==> config.mk <==
export PLATFORM = sky130hd
export DESIGN_NAME = static_axil_role_master
export DESIGN_NICKNAME = d
export VERILOG_FILES = /design/src/rtl/static_axil_role_master.sv
export SDC_FILE = /design/constraint.sdc
export NUM_CORES = 1
export LEC_CHECK = 0
export CAP_MARGIN = 30
export CORE_ASPECT_RATIO = 0.7
export CORE_UTILIZATION = 46
export CTS_BUF_LIST = sky130_fd_sc_hd__clkbuf_8
export DETAILED_ROUTE_END_ITERATION = 8
export PLACE_DENSITY = 0.88
export SLEW_MARGIN = 20
export SYNTH_ARGS = -nofsm -noshare
export SYNTH_HDL_FRONTEND = slang
export SYNTH_SLANG_ARGS = --single-unit
==> constraint.sdc <==
create_clock -name CLK_IN_250 -period 5.7 [get_ports CLK_IN_250]
set_clock_uncertainty 0.1 [all_clocks]
set_input_delay 0.855 -clock CLK_IN_250 [delete_from_list [all_inputs] [get_ports CLK_IN_250]]
set_output_delay 0.855 -clock CLK_IN_250 [all_outputs]
set_load 0.02 [all_outputs]
==> src/rtl/static_axil_role_master.sv <==
// Static-region AXI4-Lite initiator driving the role's AXI-Lite slave port.
// One transaction in flight; a watchdog answers for a hung role, then drains it.
module static_axil_role_master #(
    parameter int ADDR_W      = 32,
    parameter int DATA_W      = 32,
    parameter int TIMEOUT_CYC = 4096
) (
    input  logic                  CLK_IN_250,
    input  logic                  AXI_RESET,
    input  logic                  cmd_valid,
    output logic                  cmd_ready,
    input  logic                  cmd_wr,
    input  logic [ADDR_W-1:0]     cmd_addr,
    input  logic [DATA_W-1:0]     cmd_wdata,
    input  logic [DATA_W/8-1:0]   cmd_wstrb,
    output logic                  rsp_valid,
    input  logic                  rsp_ready,
    output logic [DATA_W-1:0]     rsp_rdata,
    output logic [1:0]            rsp_resp,
    output logic                  rsp_timeout,
    output logic                  m_awvalid,
    input  logic                  m_awready,
    output logic [ADDR_W-1:0]     m_awaddr,
    output logic                  m_wvalid,
    input  logic                  m_wready,
    output logic [DATA_W-1:0]     m_wdata,
    output logic [DATA_W/8-1:0]   m_wstrb,
    input  logic                  m_bvalid,
    output logic                  m_bready,
    input  logic [1:0]            m_bresp,
    output logic                  m_arvalid,
    input  logic                  m_arready,
    output logic [ADDR_W-1:0]     m_araddr,
    input  logic                  m_rvalid,
    output logic                  m_rready,
    input  logic [DATA_W-1:0]     m_rdata,
    input  logic [1:0]            m_rresp,
    output logic [15:0]           to_count
);

    localparam int STRB_W = DATA_W / 8;
    localparam int WD_W   = $clog2(TIMEOUT_CYC);
    localparam logic [WD_W-1:0] WD_LAST = WD_W'(TIMEOUT_CYC - 1);

    typedef enum logic [2:0] {
        S_IDLE, S_WRITE, S_WRESP, S_READ, S_RDATA, S_RESP, S_DRAIN
    } state_t;

    state_t              state_q, state_d;
    logic                cmd_ready_q, cmd_ready_d;
    logic                awvalid_q, awvalid_d;
    logic                wvalid_q, wvalid_d;
    logic                bready_q, bready_d;
    logic                arvalid_q, arvalid_d;
    logic                rready_q, rready_d;
    logic [ADDR_W-1:0]   awaddr_q, awaddr_d;
    logic [ADDR_W-1:0]   araddr_q, araddr_d;
    logic [DATA_W-1:0]   wdata_q, wdata_d;
    logic [STRB_W-1:0]   wstrb_q, wstrb_d;
    logic                b_pend_q, b_pend_d;
    logic                r_pend_q, r_pend_d;
    logic [WD_W-1:0]     wd_q, wd_d;
    logic                drain_q, drain_d;
    logic                rsp_valid_q, rsp_valid_d;
    logic [DATA_W-1:0]   rsp_rdata_q, rsp_rdata_d;
    logic [1:0]          rsp_resp_q, rsp_resp_d;
    logic                rsp_timeout_q, rsp_timeout_d;
    logic [15:0]         to_count_q, to_count_d;

    logic accept;
    logic aw_hs, w_hs, ar_hs, b_hs, r_hs;
    logic aw_left, w_left, ar_left, b_left, r_left;
    logic busy, done, timeout;

    assign accept  = (state_q == S_IDLE) & cmd_ready_q & cmd_valid;
    assign aw_hs   = awvalid_q & m_awready;
    assign w_hs    = wvalid_q & m_wready;
    assign ar_hs   = arvalid_q & m_arready;
    assign b_hs    = bready_q & m_bvalid;
    assign r_hs    = rready_q & m_rvalid;
    // Handshakes still owed after this cycle, whatever the state.
    assign aw_left = awvalid_q & ~aw_hs;
    assign w_left  = wvalid_q & ~w_hs;
    assign ar_left = arvalid_q & ~ar_hs;
    assign b_left  = b_pend_q & ~b_hs;
    assign r_left  = r_pend_q & ~r_hs;
    assign busy    = (state_q == S_WRITE) | (state_q == S_WRESP) |
                     (state_q == S_READ)  | (state_q == S_RDATA);
    assign done    = ((state_q == S_WRESP) & b_hs) |
                     ((state_q == S_RDATA) & r_hs);
    assign timeout = busy & (wd_q == WD_LAST) & ~done;

    // State and output registers with synchronous reset.
    always_ff @(posedge CLK_IN_250) begin
        if (AXI_RESET) begin
            state_q       <= S_IDLE;
            cmd_ready_q   <= 1'b0;
            awvalid_q     <= 1'b0;
            wvalid_q      <= 1'b0;
            bready_q      <= 1'b0;
            arvalid_q     <= 1'b0;
            rready_q      <= 1'b0;
            awaddr_q      <= '0;
            araddr_q      <= '0;
            wdata_q       <= '0;
            wstrb_q       <= '0;
            b_pend_q      <= 1'b0;
            r_pend_q      <= 1'b0;
            wd_q          <= '0;
            drain_q       <= 1'b0;
            rsp_valid_q   <= 1'b0;
            rsp_rdata_q   <= '0;
            rsp_resp_q    <= 2'b00;
            rsp_timeout_q <= 1'b0;
            to_count_q    <= 16'h0000;
        end else begin
            state_q       <= state_d;
            cmd_ready_q   <= cmd_ready_d;
            awvalid_q     <= awvalid_d;
            wvalid_q      <= wvalid_d;
            bready_q      <= bready_d;
            arvalid_q     <= arvalid_d;
            rready_q      <= rready_d;
            awaddr_q      <= awaddr_d;
            araddr_q      <= araddr_d;
            wdata_q       <= wdata_d;
            wstrb_q       <= wstrb_d;
            b_pend_q      <= b_pend_d;
            r_pend_q      <= r_pend_d;
            wd_q          <= wd_d;
            drain_q       <= drain_d;
            rsp_valid_q   <= rsp_valid_d;
            rsp_rdata_q   <= rsp_rdata_d;
            rsp_resp_q    <= rsp_resp_d;
            rsp_timeout_q <= rsp_timeout_d;
            to_count_q    <= to_count_d;
        end
    end

    // Next-state: transaction phases, watchdog exit, and drain of abandoned work.
    always_comb begin
        state_d = state_q;
        unique case (state_q)
            S_IDLE: begin
                if (accept) state_d = cmd_wr ? S_WRITE : S_READ;
            end
            S_WRITE: begin
                if (timeout)                state_d = S_RESP;
                else if (!aw_left && !w_left) state_d = S_WRESP;
            end
            S_WRESP: begin
                if (b_hs || timeout) state_d = S_RESP;
            end
            S_READ: begin
                if (timeout)       state_d = S_RESP;
                else if (!ar_left) state_d = S_RDATA;
            end
            S_RDATA: begin
                if (r_hs || timeout) state_d = S_RESP;
            end
            S_RESP: begin
                if (rsp_ready) state_d = drain_q ? S_DRAIN : S_IDLE;
            end
            S_DRAIN: begin
                if (!aw_left && !w_left && !ar_left && !b_left && !r_left)
                    state_d = S_IDLE;
            end
            default: state_d = S_IDLE;
        endcase
    end

    // Registered outputs: channel valids/readies, watchdog and response fields.
    always_comb begin
        cmd_ready_d   = (state_d == S_IDLE);
        awaddr_d      = awaddr_q;
        araddr_d      = araddr_q;
        wdata_d       = wdata_q;
        wstrb_d       = wstrb_q;
        awvalid_d     = aw_left;
        wvalid_d      = w_left;
        arvalid_d     = ar_left;
        b_pend_d      = b_left;
        r_pend_d      = r_left;
        wd_d          = wd_q;
        drain_d       = drain_q;
        rsp_valid_d   = rsp_valid_q;
        rsp_rdata_d   = rsp_rdata_q;
        rsp_resp_d    = rsp_resp_q;
        rsp_timeout_d = rsp_timeout_q;
        to_count_d    = to_count_q;

        if (accept) begin
            awaddr_d  = cmd_addr;
            araddr_d  = cmd_addr;
            wdata_d   = cmd_wdata;
            wstrb_d   = cmd_wstrb;
            awvalid_d = cmd_wr;
            wvalid_d  = cmd_wr;
            arvalid_d = ~cmd_wr;
            b_pend_d  = cmd_wr;
            r_pend_d  = ~cmd_wr;
            wd_d      = '0;
            drain_d   = 1'b0;
        end else if (busy) begin
            wd_d = wd_q + WD_W'(1);
        end

        // A response is only owed once its address/data beats are through.
        bready_d = b_pend_d & ~awvalid_d & ~wvalid_d;
        rready_d = r_pend_d & ~arvalid_d;

        if (timeout) begin
            rsp_valid_d   = 1'b1;
            rsp_rdata_d   = '0;
            rsp_resp_d    = 2'b10;
            rsp_timeout_d = 1'b1;
            drain_d       = 1'b1;
            if (to_count_q != 16'hFFFF) to_count_d = to_count_q + 16'd1;
        end else if (done) begin
            rsp_valid_d   = 1'b1;
            rsp_timeout_d = 1'b0;
            if (state_q == S_RDATA) begin
                rsp_rdata_d = m_rdata;
                rsp_resp_d  = m_rresp;
            end else begin
                rsp_rdata_d = '0;
                rsp_resp_d  = m_bresp;
            end
        end else if (state_q == S_RESP && rsp_ready) begin
            rsp_valid_d = 1'b0;
        end

        if (state_q == S_DRAIN && state_d == S_IDLE) drain_d = 1'b0;
    end

    assign cmd_ready   = cmd_ready_q;
    assign m_awvalid   = awvalid_q;
    assign m_awaddr    = awaddr_q;
    assign m_wvalid    = wvalid_q;
    assign m_wdata     = wdata_q;
    assign m_wstrb     = wstrb_q;
    assign m_bready    = bready_q;
    assign m_arvalid   = arvalid_q;
    assign m_araddr    = araddr_q;
    assign m_rready    = rready_q;
    assign rsp_valid   = rsp_valid_q;
    assign rsp_rdata   = rsp_rdata_q;
    assign rsp_resp    = rsp_resp_q;
    assign rsp_timeout = rsp_timeout_q;
    assign to_count    = to_count_q;

endmodule

Word level (Yosys, flattened, before mapping)
Index checks and enable logic that the tools add are counted.
W data, S select, Z words.
{"block": "classes", "eq_ne": 8, "bitwise": 33, "n_reduce_logical": 22, "addsub": 2, "mux": 28}
{"cell": "$mux W32", "count": 1}
{"cell": "$mux W3", "count": 10}
{"cell": "$pmux W3 S7", "count": 1}
{"cell": "$and A1 B1 Y1", "count": 19}
{"cell": "$add A16 B1 Y16 const B", "count": 1}
{"cell": "$ne A16 B16 Y1 const B", "count": 1}
{"cell": "$add A12 B1 Y12 const B", "count": 1}
{"cell": "$eq A12 B12 Y1 const B", "count": 1}
{"cell": "$mux W1", "count": 12}
{"cell": "$not A1 Y1", "count": 10}
{"cell": "$eq A3 B3 Y1 const B", "count": 3}
{"cell": "$mux W2", "count": 4}
{"cell": "$eq A3 B2 Y1 const B", "count": 2}
{"cell": "$logic_and A1 B1 Y1", "count": 6}
{"cell": "$logic_not A3 Y1", "count": 2}
{"cell": "$reduce_or A2 Y1", "count": 3}
{"cell": "$logic_not A1 Y1", "count": 5}
{"cell": "$or A1 B1 Y1", "count": 4}
{"cell": "$reduce_bool A2 Y1", "count": 2}
{"cell": "$eq A3 B1 Y1 const B", "count": 1}
{"cell": "$reduce_bool A3 Y1", "count": 1}
{"cell": "$logic_or A1 B1 Y1", "count": 2}
{"cell": "$reduce_and A2 Y1", "count": 1}
{"block": "totals", "regBits": 144, "word_cells": 113}

Depth between registers and ports, before layout
{"block": "logic_depth", "depth_word": 13, "ltp_mapped": 9, "depth_no_buf": 6}

Least setup slack after synthesis
Ideal clock, no wire load.
{"block": "synth_path", "path_kind": "in2reg", "start": "input m_bvalid", "end": "register to_count_q[8] (netlist: to_count[8])", "stages": 6, "arrival_ns": 2.416, "required_ns": 5.477, "slack_ns": 3.061, "n_path_buf": 1, "cell_sequence": "nand2_1 o32ai_2 or4_4 buf_6 nor4_1 mux2_1"}
{"block": "synth_between", "elab_chain_cells": 6}
{"element": "start: declaration", "line": "28", "rtl": "input logic m_bvalid,"}
{"element": "$and A1 B1 Y1", "line": "79", "rtl": "assign b_hs = bready_q & m_bvalid;"}
{"element": "$and A1 B1 Y1", "line": "89", "rtl": "assign done = ((state_q == S_WRESP) & b_hs) |"}
{"element": "$or A1 B1 Y1", "line": "89"}
{"element": "$not A1 Y1", "line": "91", "rtl": "assign timeout = busy & (wd_q == WD_LAST) & ~done;"}
{"element": "$and A1 B1 Y1", "line": "91"}
{"element": "$reduce_and A2 Y1 (no line)"}
{"element": "end signal: assignment", "line": "136", "rtl": "to_count_q <= to_count_d;"}
{"element": "end: declaration", "line": "68", "rtl": "logic [15:0] to_count_q, to_count_d;"}
No other way between the ends.
A chain may end at the register's enable or synchronous reset.

Worst setup path in the final report
{"block": "layout_path", "start": "register state_q[0]", "end": "register to_count_q[7] (netlist: to_count[7])"}
{"block": "layout_between", "elab_chain_cells": 7, "elab_cells_between_ends": 14, "classes_between": "4 x eq/ne; 9 x bitwise; 1 x reduce/logical"}
{"element": "start: declaration", "line": "49", "rtl": "state_t state_q, state_d;"}
{"element": "start signal: assignment", "line": "117", "rtl": "state_q <= state_d;"}
{"element": "$eq A3 B1 Y1 / $eq A3 B2 Y1 (equally long branches)", "line": "87, 89"}
{"element": "$or A1 B1 Y1 (2 in a row)", "line": "87", "rtl": "assign busy = (state_q == S_WRITE) | (state_q == S_WRESP) |"}
{"element": "$or A1 B1 Y1", "line": "88", "rtl": "(state_q == S_READ) | (state_q == S_RDATA);"}
{"element": "$and A1 B1 Y1", "line": "91"}
{"element": "$and A1 B1 Y1 (*)", "line": "91"}
{"element": "$reduce_and A2 Y1 (no line) (*)"}
Mark *: on every way between the ends. The rest lies on a longest branch, timed or not.

==> reports/metrics.csv <==
metric;value;unit
RSZ-0062 raised after global routing;no;
n_diodes;0;
fmax;352;MHz
Placer Congestion;0.906;
Total GRT Usage;0.267;
Clock Latency Late Sink;0.43;ns
Crit Path Class;flip-flop to flip-flop;
area share of xor/xnor cells in the synthesized design;0.0104;
I/O pins;272;
Post-Layout Cell Count;1130;
#FFs+latches synth;144;
largest family of logic cells by synthesized area;simple AND/OR/NAND/NOR gates;
first-pass GRT wire length;28000;microns
# H-tree levels;4;
CTS tree;yes;
CTS resizes;0;
via count;5991;
placed cells;1098;
final setup violation count;0;
Pwr Density;278;nW/um^2
Total Wirelength;18000;microns
syn nets;856;
Final period util;0.498;
CP max stage cell;dfxtp_1;
Startpoint Class;flip-flop;
synth unique cells;42;
share of layout cells above drive strength 1;0.0486;
largest net degree at the start of global routing;98;
final total power;2.48;mW
hold_ws;0.352;ns
Synth Area in Compound Gates;0.148;
Setup Buffers After CTS;0;
minimum clock period;2.84;ns
core area;12500;sq um
Syn Std Cell Area;5920;sq um
sequential share of the synthesized area;0.487;
fin nets;1072;
Leak;3.01;nW
Buf/Inv on CP;1;
drt first pass iters;5;
clock root cell;clkbuf_8;
critical path required time;5.97;ns
Cells after Synth;740;
status;completed;
critical path arrival;3.11;ns
antenna violations before repair;0;
adder-cell share of the synthesized area;0.00422;
Area after DPL;8470;sq um
crit path cell chain;or3b_1 -> o32a_1 -> buf_4 -> o31ai_1 -> or4_1 -> a21oi_1;
DRC viols;0;
Critical Path End Type;flip-flop;
maxcap violations;0;
Post-DRT Antenna Nets;0;
design area;8940;sq um
vias per std cell;5.30;
simple-gate share of the synthesized area;0.259;
setup TNS;0;ns
CTS Hold Bufs;0;
maximum VDD drop;0.178;mV
num rows;34;
Final Max Tran Viols;0;
Die W;138;microns
post-synthesis mux area share;0.0139;
CTS Buffer Depth;2;
WL/cell;15.9;microns
Slew @ Worst Pin;0.864;ns
PortBufs;271;
Final Util;0.715;
Remaining Overflow, GRT;0;
EDFF count, synth;0;
commonest non-fill, non-tap cell in the layout;clkdlybuf4s50_1;
Final WS setup;2.86;ns
Num CTS Buffers;17;
drt initial violations;333;
Final HPWL DP;12600;microns
dpl ws;2.49;ns
Die ar.;13300;sq um
Syn-to-layout area delta;50.9;%
Crit Path Max Fanout;33;
Hold Vio Cnt, Final;0;
asr flop ratio synth;0;
slew margin rel.;0.419;
Vert. Die Dim;96.9;microns
Initial Utilization;0.474;
family with the most delay on the worst path;simple AND/OR/NAND/NOR gates;
most frequent cells in the layout;clkdlybuf4s50_1, nand2_1, dfxtp_1;
predominant post-synthesis flop cell;dfxtp_1;
average instance area after synthesis;8.00;sq um
Reg clk slew, reported paths;0.09;ns
vias in the first global route;5632;
Syn. warnings;0;
crit-path max cell delay;0.76;ns
worst min path class;flip-flop to flip-flop;
CTS sink cnt;144;
-- worst min-delay path: cells and delay by family (launching register included) --
kind	cells	cell delay, ns
flops	1	0.31
simple gates	1	0.05
compound gates	1	0.05
-- synth_stat cells (2+ instances only) --
cell type,n,area [sq um]
nor2_1,24,90.1
nand3_1,46,230
and2_1,2,12.5
nor2b_1,6,37.5
or4_1,11,82.6
mux2i_1,6,60.1
or3_1,7,43.8
o32a_1,2,20.0
dfxtp_1,144,2880
xor2_1,4,35.0
nand2_1,191,717
o31ai_1,12,90.1
nand4_1,7,43.8
mux2_1,2,22.5
ha_1,2,25.0
and3b_1,2,17.5
inv_1,5,18.8
a21oi_1,123,616
o211ai_1,2,15.0
buf_4,34,255
nand2b_1,6,37.5
o21ai_0,8,40.0
nor3_1,11,55.1
and3_1,4,25.0
and4_1,5,43.8
a211oi_1,5,37.5
clkbuf_1,47,176
xnor2_1,3,26.3
a31oi_1,3,18.8
nor4_1,3,18.8
nand4b_1,2,17.5
-- cell families (layout without fill, tap and decap cells) --
logic type | Yosys count | in the layout
compound gates | 159 | 159
xor+xnor | 7 | 7
fa+ha+maj | 2 | 2
buf+inv | 87 | 315
flops | 144 | 144
mux | 8 | 8
simple gates | 333 | 333
-- per-layer routing --
| metal | global-route usage | vias to the layer above | part of all wire |
|---|---|---|---|
| met5 | 0 | - | 0 |
| met4 | 0.0981 | 0 | 0.022 |
| met3 | 0.0833 | 30 | 0.090 |
| met2 | 0.431 | 262 | 0.46 |
| met1 | 0.331 | 2771 | 0.42 |
| li1 | - | 2928 | - |
-- report_power, final --
group	internal, mW	switching, mW	leakage (nW)
clock network	0.520	0.397	0.224
logic	0.224	0.243	1.62
registers	1.06	0.0420	1.17
-- sequential cells by signal, indices dropped and copies added (netlist names), 2 cells and up --
| name | count |
|---|---|
| rsp_resp | 2 |
| m_wstrb | 4 |
| m_wdata | 32 |
| wd_q | 12 |
| m_araddr | 32 |
| rsp_rdata | 32 |
| to_count | 16 |
| state_q | 3 |
-- cell type report --
class	instances	area, sq um
clock buffers	17	234
clock inverters	14	214
fillers	998	3570
inverters	5	18.8
multi-input cells	509	2600
flip-flops and latches	144	2880
well taps	162	203
repair buffers	279	2780
-- path summary, 6_finish.rpt --
| path | startpoint | endpoint | slack, ns | depth (start not counted) |
|---|---|---|---|---|
| setup reg to reg | state_q[0]$_SDFF_PP0_ | to_count[7]$_SDFFE_PP0P_ | 2.86 | 6 |
| setup / recovery | state_q[0]$_SDFF_PP0_ | to_count[7]$_SDFFE_PP0P_ | 2.86 | 6 |
| hold reg to reg | rsp_rdata[20]$_SDFFE_PP0P_ | rsp_rdata[20]$_SDFFE_PP0P_ | 0.35 | 2 |
| hold / removal | rsp_rdata[20]$_SDFFE_PP0P_ | rsp_rdata[20]$_SDFFE_PP0P_ | 0.35 | 2 |
Note: power is estimated with default switching activity, not from simulation.
